**src/rtl/mcast_scheduler_pkg.sv**
```systemverilog
// -----------------------------------------------------------------------------
// mcast_scheduler_pkg
// Shared switch definitions for the multicast scheduler: port count, index and
// mask types, the default grant hold limit and a mask overlap helper.
// No ports (package).
// -----------------------------------------------------------------------------
package mcast_scheduler_pkg;

   localparam int NUM_PORTS    = 4;
   localparam int MAX_HOLD_DEF = 64;
   localparam int HOLD_W       = 8;

   typedef logic [1:0]        port_idx_t;
   typedef logic [3:0]        port_mask_t;
   typedef logic [HOLD_W-1:0] hold_cnt_t;

   // True when the two output masks share at least one output.
   function automatic logic mask_overlap(input port_mask_t a, input port_mask_t b);
      mask_overlap = |(a & b);
   endfunction

endpackage

```
**src/rtl/mcast_scheduler_hold.sv**
```systemverilog
// -----------------------------------------------------------------------------
// sched_hold_timer
// Per-requester grant hold counter. Restarts when a grant is issued, counts
// every granted cycle and flags expiry in the MAX_HOLD-th granted cycle so the
// owner releases on the following edge.
// Ports:
//   clk, rst    clock and synchronous active-high reset
//   start       a new grant is issued to this requester this cycle
//   active      this requester currently holds a grant
//   rel         this requester's grant is released this cycle
//   expire      combinational: current cycle is the last allowed granted cycle
// -----------------------------------------------------------------------------
module sched_hold_timer
   import mcast_scheduler_pkg::*;
#(
   parameter int MAX_HOLD = MAX_HOLD_DEF
)(
   input  logic clk,
   input  logic rst,
   input  logic start,
   input  logic active,
   input  logic rel,
   output logic expire
);

   // Counter value in the last permitted granted cycle (count starts at 0).
   localparam hold_cnt_t LIMIT = hold_cnt_t'(MAX_HOLD - 1);

   hold_cnt_t cnt_r;

   // Granted-cycle counter; cleared on a new grant and after release.
   always_ff @(posedge clk) begin
      if (rst) begin
         cnt_r <= hold_cnt_t'(0);
      end else if (start || rel) begin
         cnt_r <= hold_cnt_t'(0);
      end else if (active) begin
         cnt_r <= cnt_r + hold_cnt_t'(1);
      end else begin
         cnt_r <= cnt_r;
      end
   end

   assign expire = active && (cnt_r == LIMIT);

endmodule

```
**src/rtl/mcast_scheduler.sv**
```systemverilog
// -----------------------------------------------------------------------------
// mcast_scheduler
// All-or-nothing multicast output allocator. Each cycle eligible requesters are
// scanned round-robin from rr_ptr and granted greedily when every output in
// their mask is free; the head requester's mask is reserved when it is blocked.
// Grants are held until done or until MAX_HOLD granted cycles elapse.
// Ports:
//   clk          clock
//   rst          synchronous active-high reset
//   req          [N]    requester has a head packet
//   target       [4N]   output mask per requester, [4i+3:4i]
//   done         [N]    transfer finished pulse
//   grant        [N]    requester owns its latched outputs
//   out_busy     [N]    output is owned
//   out_sel      [2N]   owning requester per output, 0 when free
//   timeout_err  [N]    pulse when a grant is force-released
// -----------------------------------------------------------------------------
module mcast_scheduler #(
   parameter int NUM_PORTS = mcast_scheduler_pkg::NUM_PORTS,
   parameter int MAX_HOLD  = mcast_scheduler_pkg::MAX_HOLD_DEF
)(
   input  logic                   clk,
   input  logic                   rst,
   input  logic [NUM_PORTS-1:0]   req,
   input  logic [4*NUM_PORTS-1:0] target,
   input  logic [NUM_PORTS-1:0]   done,
   output logic [NUM_PORTS-1:0]   grant,
   output logic [NUM_PORTS-1:0]   out_busy,
   output logic [2*NUM_PORTS-1:0] out_sel,
   output logic [NUM_PORTS-1:0]   timeout_err
);

   import mcast_scheduler_pkg::*;

   // Registered state
   logic [NUM_PORTS-1:0]   grant_r;
   logic [NUM_PORTS-1:0]   timeout_err_r;
   port_mask_t             out_busy_r;
   logic [2*NUM_PORTS-1:0] out_sel_r;
   port_mask_t             mask_r [NUM_PORTS];
   port_idx_t              rr_ptr_r;

   // Combinational
   port_mask_t             target_s      [NUM_PORTS];
   port_mask_t             mask_next_s   [NUM_PORTS];
   logic [NUM_PORTS-1:0]   eligible_s;
   logic [NUM_PORTS-1:0]   new_grant_s;
   logic [NUM_PORTS-1:0]   release_s;
   logic [NUM_PORTS-1:0]   expire_s;
   logic [NUM_PORTS-1:0]   grant_next_s;
   logic [NUM_PORTS-1:0]   timeout_next_s;
   port_mask_t             busy_next_s;
   logic [2*NUM_PORTS-1:0] sel_next_s;
   port_idx_t              rr_next_s;
   port_mask_t             taken_s;
   port_idx_t              idx_s;

   // Split the flat target bus and qualify eligibility and release per requester.
   always_comb begin
      for (int i = 0; i < NUM_PORTS; i++) begin
         target_s[i]   = target[4*i +: 4];
         eligible_s[i] = req[i] && !grant_r[i] && (target_s[i] != 4'b0000);
         release_s[i]  = grant_r[i] && (done[i] || expire_s[i]);
      end
   end

   // Round-robin greedy allocation. taken_s accumulates busy outputs, outputs
   // granted earlier in the scan, and the blocked head requester's reservation.
   // Index arithmetic wraps in port_idx_t, which matches NUM_PORTS = 4.
   always_comb begin
      new_grant_s = '0;
      rr_next_s   = rr_ptr_r;
      taken_s     = out_busy_r;
      idx_s       = rr_ptr_r;
      for (int k = 0; k < NUM_PORTS; k++) begin
         idx_s = rr_ptr_r + port_idx_t'(k);
         if (eligible_s[idx_s]) begin
            if (!mask_overlap(target_s[idx_s], taken_s)) begin
               new_grant_s[idx_s] = 1'b1;
               taken_s            = taken_s | target_s[idx_s];
               rr_next_s          = idx_s + 2'd1;
            end else if (k == 0) begin
               taken_s = taken_s | target_s[idx_s];
            end else begin
               taken_s = taken_s;
            end
         end else begin
            taken_s = taken_s;
         end
      end
   end

   // Next grant/mask state and the output views derived from it, so that the
   // registered busy/sel always agree with the registered grants.
   always_comb begin
      grant_next_s   = '0;
      timeout_next_s = '0;
      busy_next_s    = 4'b0000;
      sel_next_s     = '0;
      for (int i = 0; i < NUM_PORTS; i++) begin
         mask_next_s[i] = mask_r[i];
         if (new_grant_s[i]) begin
            grant_next_s[i] = 1'b1;
            mask_next_s[i]  = target_s[i];
         end else if (release_s[i]) begin
            grant_next_s[i] = 1'b0;
            mask_next_s[i]  = 4'b0000;
         end else begin
            grant_next_s[i] = grant_r[i];
         end
         // A done arriving in the expiry cycle counts as a normal release.
         timeout_next_s[i] = release_s[i] && expire_s[i] && !done[i];
         busy_next_s       = busy_next_s | mask_next_s[i];
      end
      for (int j = 0; j < NUM_PORTS; j++) begin
         for (int i = 0; i < NUM_PORTS; i++) begin
            if (mask_next_s[i][j]) begin
               sel_next_s[2*j +: 2] = port_idx_t'(i);
            end else begin
               sel_next_s[2*j +: 2] = sel_next_s[2*j +: 2];
            end
         end
      end
   end

   // State and output registers.
   always_ff @(posedge clk) begin
      if (rst) begin
         grant_r       <= '0;
         timeout_err_r <= '0;
         out_busy_r    <= 4'b0000;
         out_sel_r     <= '0;
         rr_ptr_r      <= 2'd0;
         for (int i = 0; i < NUM_PORTS; i++) begin
            mask_r[i] <= 4'b0000;
         end
      end else begin
         grant_r       <= grant_next_s;
         timeout_err_r <= timeout_next_s;
         out_busy_r    <= busy_next_s;
         out_sel_r     <= sel_next_s;
         rr_ptr_r      <= rr_next_s;
         for (int i = 0; i < NUM_PORTS; i++) begin
            mask_r[i] <= mask_next_s[i];
         end
      end
   end

   for (genvar i = 0; i < NUM_PORTS; i++) begin : g_timer
      sched_hold_timer #(
         .MAX_HOLD (MAX_HOLD)
      ) u_timer (
         .clk    (clk),
         .rst    (rst),
         .start  (new_grant_s[i]),
         .active (grant_r[i]),
         .rel    (release_s[i]),
         .expire (expire_s[i])
      );
   end

   assign grant       = grant_r;
   assign out_busy    = out_busy_r;
   assign out_sel     = out_sel_r;
   assign timeout_err = timeout_err_r;

endmodule

```
**config.mk**
```make
export PLATFORM = sky130hd
export DESIGN_NAME = mcast_scheduler
export DESIGN_NICKNAME = d
export VERILOG_FILES = /design/src/rtl/mcast_scheduler_pkg.sv /design/src/rtl/mcast_scheduler_hold.sv /design/src/rtl/mcast_scheduler.sv
export SDC_FILE = /design/constraint.sdc
export NUM_CORES = 1
export LEC_CHECK = 0
export ABC_CLOCK_PERIOD_IN_PS = 3780
export CAP_MARGIN = 0
export CORE_ASPECT_RATIO = 1.4
export CORE_MARGIN = 2
export CORE_UTILIZATION = 41
export CTS_BUF_LIST = sky130_fd_sc_hd__clkbuf_2
export DETAILED_ROUTE_END_ITERATION = 7
export GPL_TIMING_DRIVEN = 0
export SLEW_MARGIN = 40
export SYNTH_ARGS = -nofsm -noshare
export SYNTH_HDL_FRONTEND = slang
export SYNTH_SLANG_ARGS = --single-unit
```
**constraint.sdc**
```tcl
create_clock -name clk -period 3.78 [get_ports clk]
set_clock_uncertainty 0.2 [all_clocks]
set_input_delay 0.756 -clock clk [delete_from_list [all_inputs] [get_ports clk]]
set_output_delay 0.756 -clock clk [all_outputs]
set_load 0.005 [all_outputs]
```
==> impl_metrics.prom, run 1 <==
# TYPE chip_impl_metric gauge
chip_impl_metric{name="synthesis.area",unit="um^2"} 4060
chip_impl_metric{name="sequentialPowerShare",unit=""} 0.262
chip_impl_info{name="timing_worst_setup_path_type",value="in -> reg"} 1
chip_impl_metric{name="post_synth_mux_area_share",unit=""} 0.195
chip_impl_metric{name="cts.path.max_buffers",unit=""} 2
chip_impl_metric{name="layout-drive-gt1-share",unit=""} 0.262
chip_impl_metric{name="worst_ep_arrival_time",unit="ns"} 4.04
chip_impl_metric{name="detailed_place_hpwl",unit="um"} 7850
chip_impl_metric{name="row_count",unit=""} 42
chip_impl_metric{name="hold-path-cell-count",unit=""} 2
chip_impl_metric{name="fin_hold_ws",unit="ns"} 0.333
chip_impl_info{name="ctsRootBufferMaster",value="clkbuf_2"} 1
chip_impl_metric{name="worst_ep_required_time",unit="ns"} 4.02
chip_impl_metric{name="synth_edf_count",unit=""} 0
chip_impl_metric{name="synthDominantCellAreaShare",unit=""} 0.346
chip_impl_metric{name="p_per_area",unit="nW/um^2"} 742
chip_impl_metric{name="grt-ovfl-total",unit=""} 0
chip_impl_metric{name="finalSetupViolations",unit=""} 4
chip_impl_metric{name="initial_standard_cell_utilization_of_the_core",unit=""} 0.424
chip_impl_metric{name="ys_async_sr_fraction",unit=""} 0
chip_impl_info{name="synth_top_cells_by_area",value="dfxtp_1 (35%), mux4_2 (11%), nor2_1 (4.3%)"} 1
chip_impl_info{name="timing.hold.worst_endpoint",value="g_timer[2].u_timer.cnt_r[3]"} 1
chip_impl_metric{name="grt_pass1_vias",unit=""} 3412
chip_impl_metric{name="p_int",unit="uW"} 2300
chip_impl_metric{name="layout-area-overhead-vs-synth",unit="%"} 26.3
chip_impl_metric{name="clock_network_fraction_of_design_power",unit=""} 0.129
chip_impl_info{name="synthDominantAreaCellType",value="dfxtp_1"} 1
chip_impl_metric{name="die-width",unit="um"} 88.1
chip_impl_info{name="hp-start",value="g_timer[2].u_timer.cnt_r[3]"} 1
chip_impl_metric{name="cts_hold_repair.buffers",unit=""} 0
chip_impl_metric{name="netSwitchingFraction",unit=""} 0.394
chip_impl_metric{name="synth_cell_types",unit=""} 55
chip_impl_metric{name="net-switching-power",unit="uW"} 1500
chip_impl_metric{name="final.period_utilization",unit=""} 1.00
chip_impl_info{name="violations_in_the_final_reports",value="setup timing"} 1
chip_impl_metric{name="fill_cells",unit=""} 907
chip_impl_metric{name="drtIter0Drc",unit=""} 223
chip_impl_metric{name="yosys.area_share.simple",unit=""} 0.190
chip_impl_metric{name="timing_worst_slew_pin_value",unit="ns"} 0.765
chip_impl_info{name="holdCritPathClass",value="reg -> reg"} 1
chip_impl_metric{name="floorplan.core_area",unit="um^2"} 9560
chip_impl_metric{name="cts.reportedPaths.clkPinSlew",unit="ns"} 0.18
chip_impl_metric{name="fp.dieArea",unit="um^2"} 10700
chip_impl_metric{name="post-route-worst-setup-slack",unit="ns"} -0.0131
chip_impl_info{name="yosysMostFrequentCell",value="dfxtp_1"} 1
chip_impl_metric{name="synth.yosys.seq_area_share",unit=""} 0.346
chip_impl_metric{name="firstDrtPassIters",unit=""} 7
chip_impl_metric{name="grt_start_max_net_pins",unit=""} 13
chip_impl_metric{name="finish.net_count",unit=""} 522
chip_impl_metric{name="post_synth_inst_count",unit=""} 412
chip_impl_metric{name="report.final.slew_viol_count",unit=""} 0
chip_impl_metric{name="wirelength",unit="um"} 11100
chip_impl_metric{name="cts.sink_count",unit=""} 70
chip_impl_metric{name="timing.fmax",unit="MHz"} 264
chip_impl_info{name="run_status",value="finished with violations"} 1
chip_impl_info{name="netlist_top_cells_count",value="dfxtp_1 (70), nor2_1 (46), nand2_1 (40)"} 1
chip_impl_metric{name="grt_antenna_before_repair",unit=""} 1
chip_impl_metric{name="finalWorstPathRequiredPeriod",unit="ns"} 3.79
chip_impl_metric{name="layout.core_utilization",unit=""} 0.536
chip_impl_metric{name="worst_ir_drop_vdd",unit="mV"} 0.375
chip_impl_info{name="synth_top_family_by_area",value="multiplexers"} 1
chip_impl_metric{name="vias_per_cell",unit=""} 5.61
chip_impl_metric{name="slew_headroom",unit=""} 0.484
chip_impl_metric{name="static_power_due_to_leakage",unit="uW"} 0.00203
chip_impl_info{name="tritoncts",value="built"} 1
chip_impl_metric{name="global_placer_s_final_weighted_congestion",unit=""} 0.936
chip_impl_info{name="ys.flop_type",value="dfxtp_1"} 1
chip_impl_metric{name="p_comb_frac",unit=""} 0.609
chip_impl_metric{name="drc",unit=""} 0
chip_impl_metric{name="syn_nets",unit=""} 446
chip_impl_metric{name="synth.ff_latch_count",unit=""} 70
chip_impl_metric{name="synth_compound_area_frac",unit=""} 0.135
chip_impl_metric{name="critPathMaxFanout",unit=""} 7
chip_impl_metric{name="preCtsSetupSlack",unit="ns"} -0.976
chip_impl_metric{name="worst_skew_pair.late_latency",unit="ns"} 0.53
chip_impl_metric{name="postSynthAreaPerCell",unit="um^2"} 9.84
chip_impl_metric{name="global_route_wire_length_before_repair",unit="um"} 17200
chip_impl_info{name="r2r_end",value="out_busy[3]"} 1
chip_impl_metric{name="cap_viol_max_count",unit=""} 0
chip_impl_metric{name="wl_per_cell",unit="um"} 17.7
chip_impl_metric{name="route.vias.total",unit=""} 3509
chip_impl_metric{name="ant_nets",unit=""} 0
chip_impl_info{name="rsz0062_at_grt",value="true"} 1
chip_impl_metric{name="cts_inserted_buffers",unit=""} 9
chip_impl_metric{name="worst-r2r-cell-count",unit=""} 13
chip_impl_info{name="rr_startpoint",value="rr_ptr_r[0]"} 1
chip_impl_metric{name="finalHoldViolations",unit=""} 0
chip_impl_metric{name="yosys_warnings",unit=""} 0
chip_impl_metric{name="register_to_register_setup_slack",unit="ns"} 0.03
chip_impl_info{name="critical_path.endpoint_type",value="flop"} 1
chip_impl_metric{name="regArea",unit="um^2"} 1410
chip_impl_metric{name="portBuffers",unit=""} 44
chip_impl_metric{name="yosys.area_share.xor_xnor",unit=""} 0.0605
chip_impl_metric{name="global_route.usage.total",unit=""} 0.211
chip_impl_metric{name="area_of_the_multi_input_gates",unit="um^2"} 2580
chip_impl_metric{name="die_height",unit="um"} 122
chip_impl_metric{name="count_of_pins_on_the_block_boundary",unit=""} 46
chip_impl_info{name="cp-start-kind",value="input pin"} 1
chip_impl_metric{name="cts_htree_levels",unit=""} 3
chip_impl_metric{name="synthAdderAreaFrac",unit=""} 0.0247
==> routing by layer <==
metal,vias to the layer above,GRT usage,wire length (um)
met5,-,0,0
met4,0,0.102,294
met1,1718,0.246,4490
met2,118,0.370,5740
li1,1654,-,-
met3,19,0.0332,574
==> cell usage in the layout (no fill, tap or decap), types with 8 or more instances in the layout <==
| cell type | synthesis | layout |
|---|---|---|
| xnor2_1 | 10 | 10 |
| nand2_1 | 40 | 37 |
| nand2b_1 | 14 | 14 |
| nand3_1 | 8 | 8 |
| inv_1 | 21 | 11 |
| dfxtp_1 | 70 | 68 |
| clkbuf_2 | 0 | 9 |
| a21oi_1 | 11 | 11 |
| mux2_4 | 4 | 13 |
| buf_4 | 4 | 25 |
| mux4_2 | 19 | 20 |
| nand4_1 | 10 | 10 |
| nor2_1 | 46 | 41 |
| inv_2 | 0 | 8 |
| clkdlybuf4s50_1 | 0 | 41 |
| xor2_1 | 18 | 18 |
| mux2i_1 | 12 | 12 |
==> repair_timing <==
action / 4_1_cts / 5_1_grt
endpoints found under the setup margin: 66 / 59
gates cloned: 0 / 1
setup buffers: 11 / 12
pin swaps: 8 / 14
gates resized for setup: 26 / 35
==> power by group through the flow <==
stage / Combinational, uW / Sequential [uW] / Clock, uW
floorplan: 1370 / 986 / 0
global placement: 1840 / 1010 / 0
detailed placement: 1850 / 1010 / 0
CTS: 2060 / 992 / 505
global route: 2470 / 1020 / 537
finish: 2310 / 996 / 491
==> sequential cells by signal, summed over array words and instances (netlist names) <==
register and flops:
rr_ptr_r 2, mask_r 16, out_sel 8, out_busy 4, timeout_err 4, g_timer.u_timer.cnt_r 32, grant 4
==> worst max-delay path, cell delays in order <==
cell,delay [ns]
clkdlybuf4s50_1,0.55
mux4_2,0.54
buf_4,0.17
a22oi_2,0.14
nand2_1,0.08
a22o_1,0.25
a211oi_4,0.41
a2111oi_4,0.13
buf_6,0.17
buf_4,0.14
a21boi_4,0.14
buf_12,0.14
mux2_4,0.32
o2111ai_2,0.08
==> cell families (layout without fill, tap and decap cells) <==
logic type	Yosys count	after routing
AND/OR/NAND/NOR	152	152
flip-flops	70	70
AO/OA/AOI/OAI	63	63
multiplexers	50	50
buffers and inverters	41	122
XOR/XNOR	28	28
adder cells (fa/ha/maj)	8	8
other	0	1
==> layout make-up <==
| class | instances | share of cell area |
|---|---|---|
| timing repair buffer | 68 | 0.124 |
| inverter | 21 | 0.0168 |
| multi-input combinational | 301 | 0.504 |
| antenna | 1 | 0.000488 |
| sequential | 70 | 0.275 |
| buffer | 17 | 0.0212 |
| clock inverter | 7 | 0.0173 |
| tap | 132 | 0.0322 |
| clock buffer | 9 | 0.00879 |
==> worst max-delay path by stage <==
stage	from	cells past startpoint	end	slack [ns]
final	target[6]	14	out_busy[3]	-0.01
after detailed placement	target[14]	9	out_sel[4]	-0.98
after floorplan	rr_ptr_r[0]	12	out_busy[0]	0.02
after CTS	target[6]	11	out_busy[2]	0.003
after global placement	target[14]	9	out_sel[0]	-0.97
after global routing	rr_ptr_r[0]	12	out_sel[2]	-0.10
==> through the flow <==
step                      power [uW]  instance area [um^2]  cells  setup TNS, ns
after floorplan                 2360                  4060    412              0
after global placement          2850                  4660    588         -52.34
after detailed placement        2860                  4660    588         -52.39
after CTS                       3550                  4960    615              0
after global routing            4020                  5120    626          -1.34
final                           3800                  5120    626        -0.0232
Note: power is estimated with default switching activity, not from simulation.
==> run 2: changes to the inputs <==
--- a/config.mk
+++ b/config.mk
@@ -11,9 +11,9 @@
 export CORE_MARGIN = 2
 export CORE_UTILIZATION = 41
 export CTS_BUF_LIST = sky130_fd_sc_hd__clkbuf_2
+export CTS_CLUSTER_SIZE = 16
 export DETAILED_ROUTE_END_ITERATION = 7
 export GPL_TIMING_DRIVEN = 0
-export SLEW_MARGIN = 40
 export SYNTH_ARGS = -nofsm -noshare
 export SYNTH_HDL_FRONTEND = slang
 export SYNTH_SLANG_ARGS = --single-unit
==> results of run 2 <==
The final DEF is identical to that of run 1; final timing and power are the same.
==> run 3: changes to the inputs <==
--- a/config.mk
+++ b/config.mk
@@ -14,6 +14,7 @@
 export CTS_CLUSTER_SIZE = 16
 export DETAILED_ROUTE_END_ITERATION = 7
 export GPL_TIMING_DRIVEN = 0
+export SLEW_MARGIN = 0
 export SYNTH_ARGS = -nofsm -noshare
 export SYNTH_HDL_FRONTEND = slang
 export SYNTH_SLANG_ARGS = --single-unit
==> results of run 3 <==
The final DEF is identical to that of run 1; final timing and power are the same.
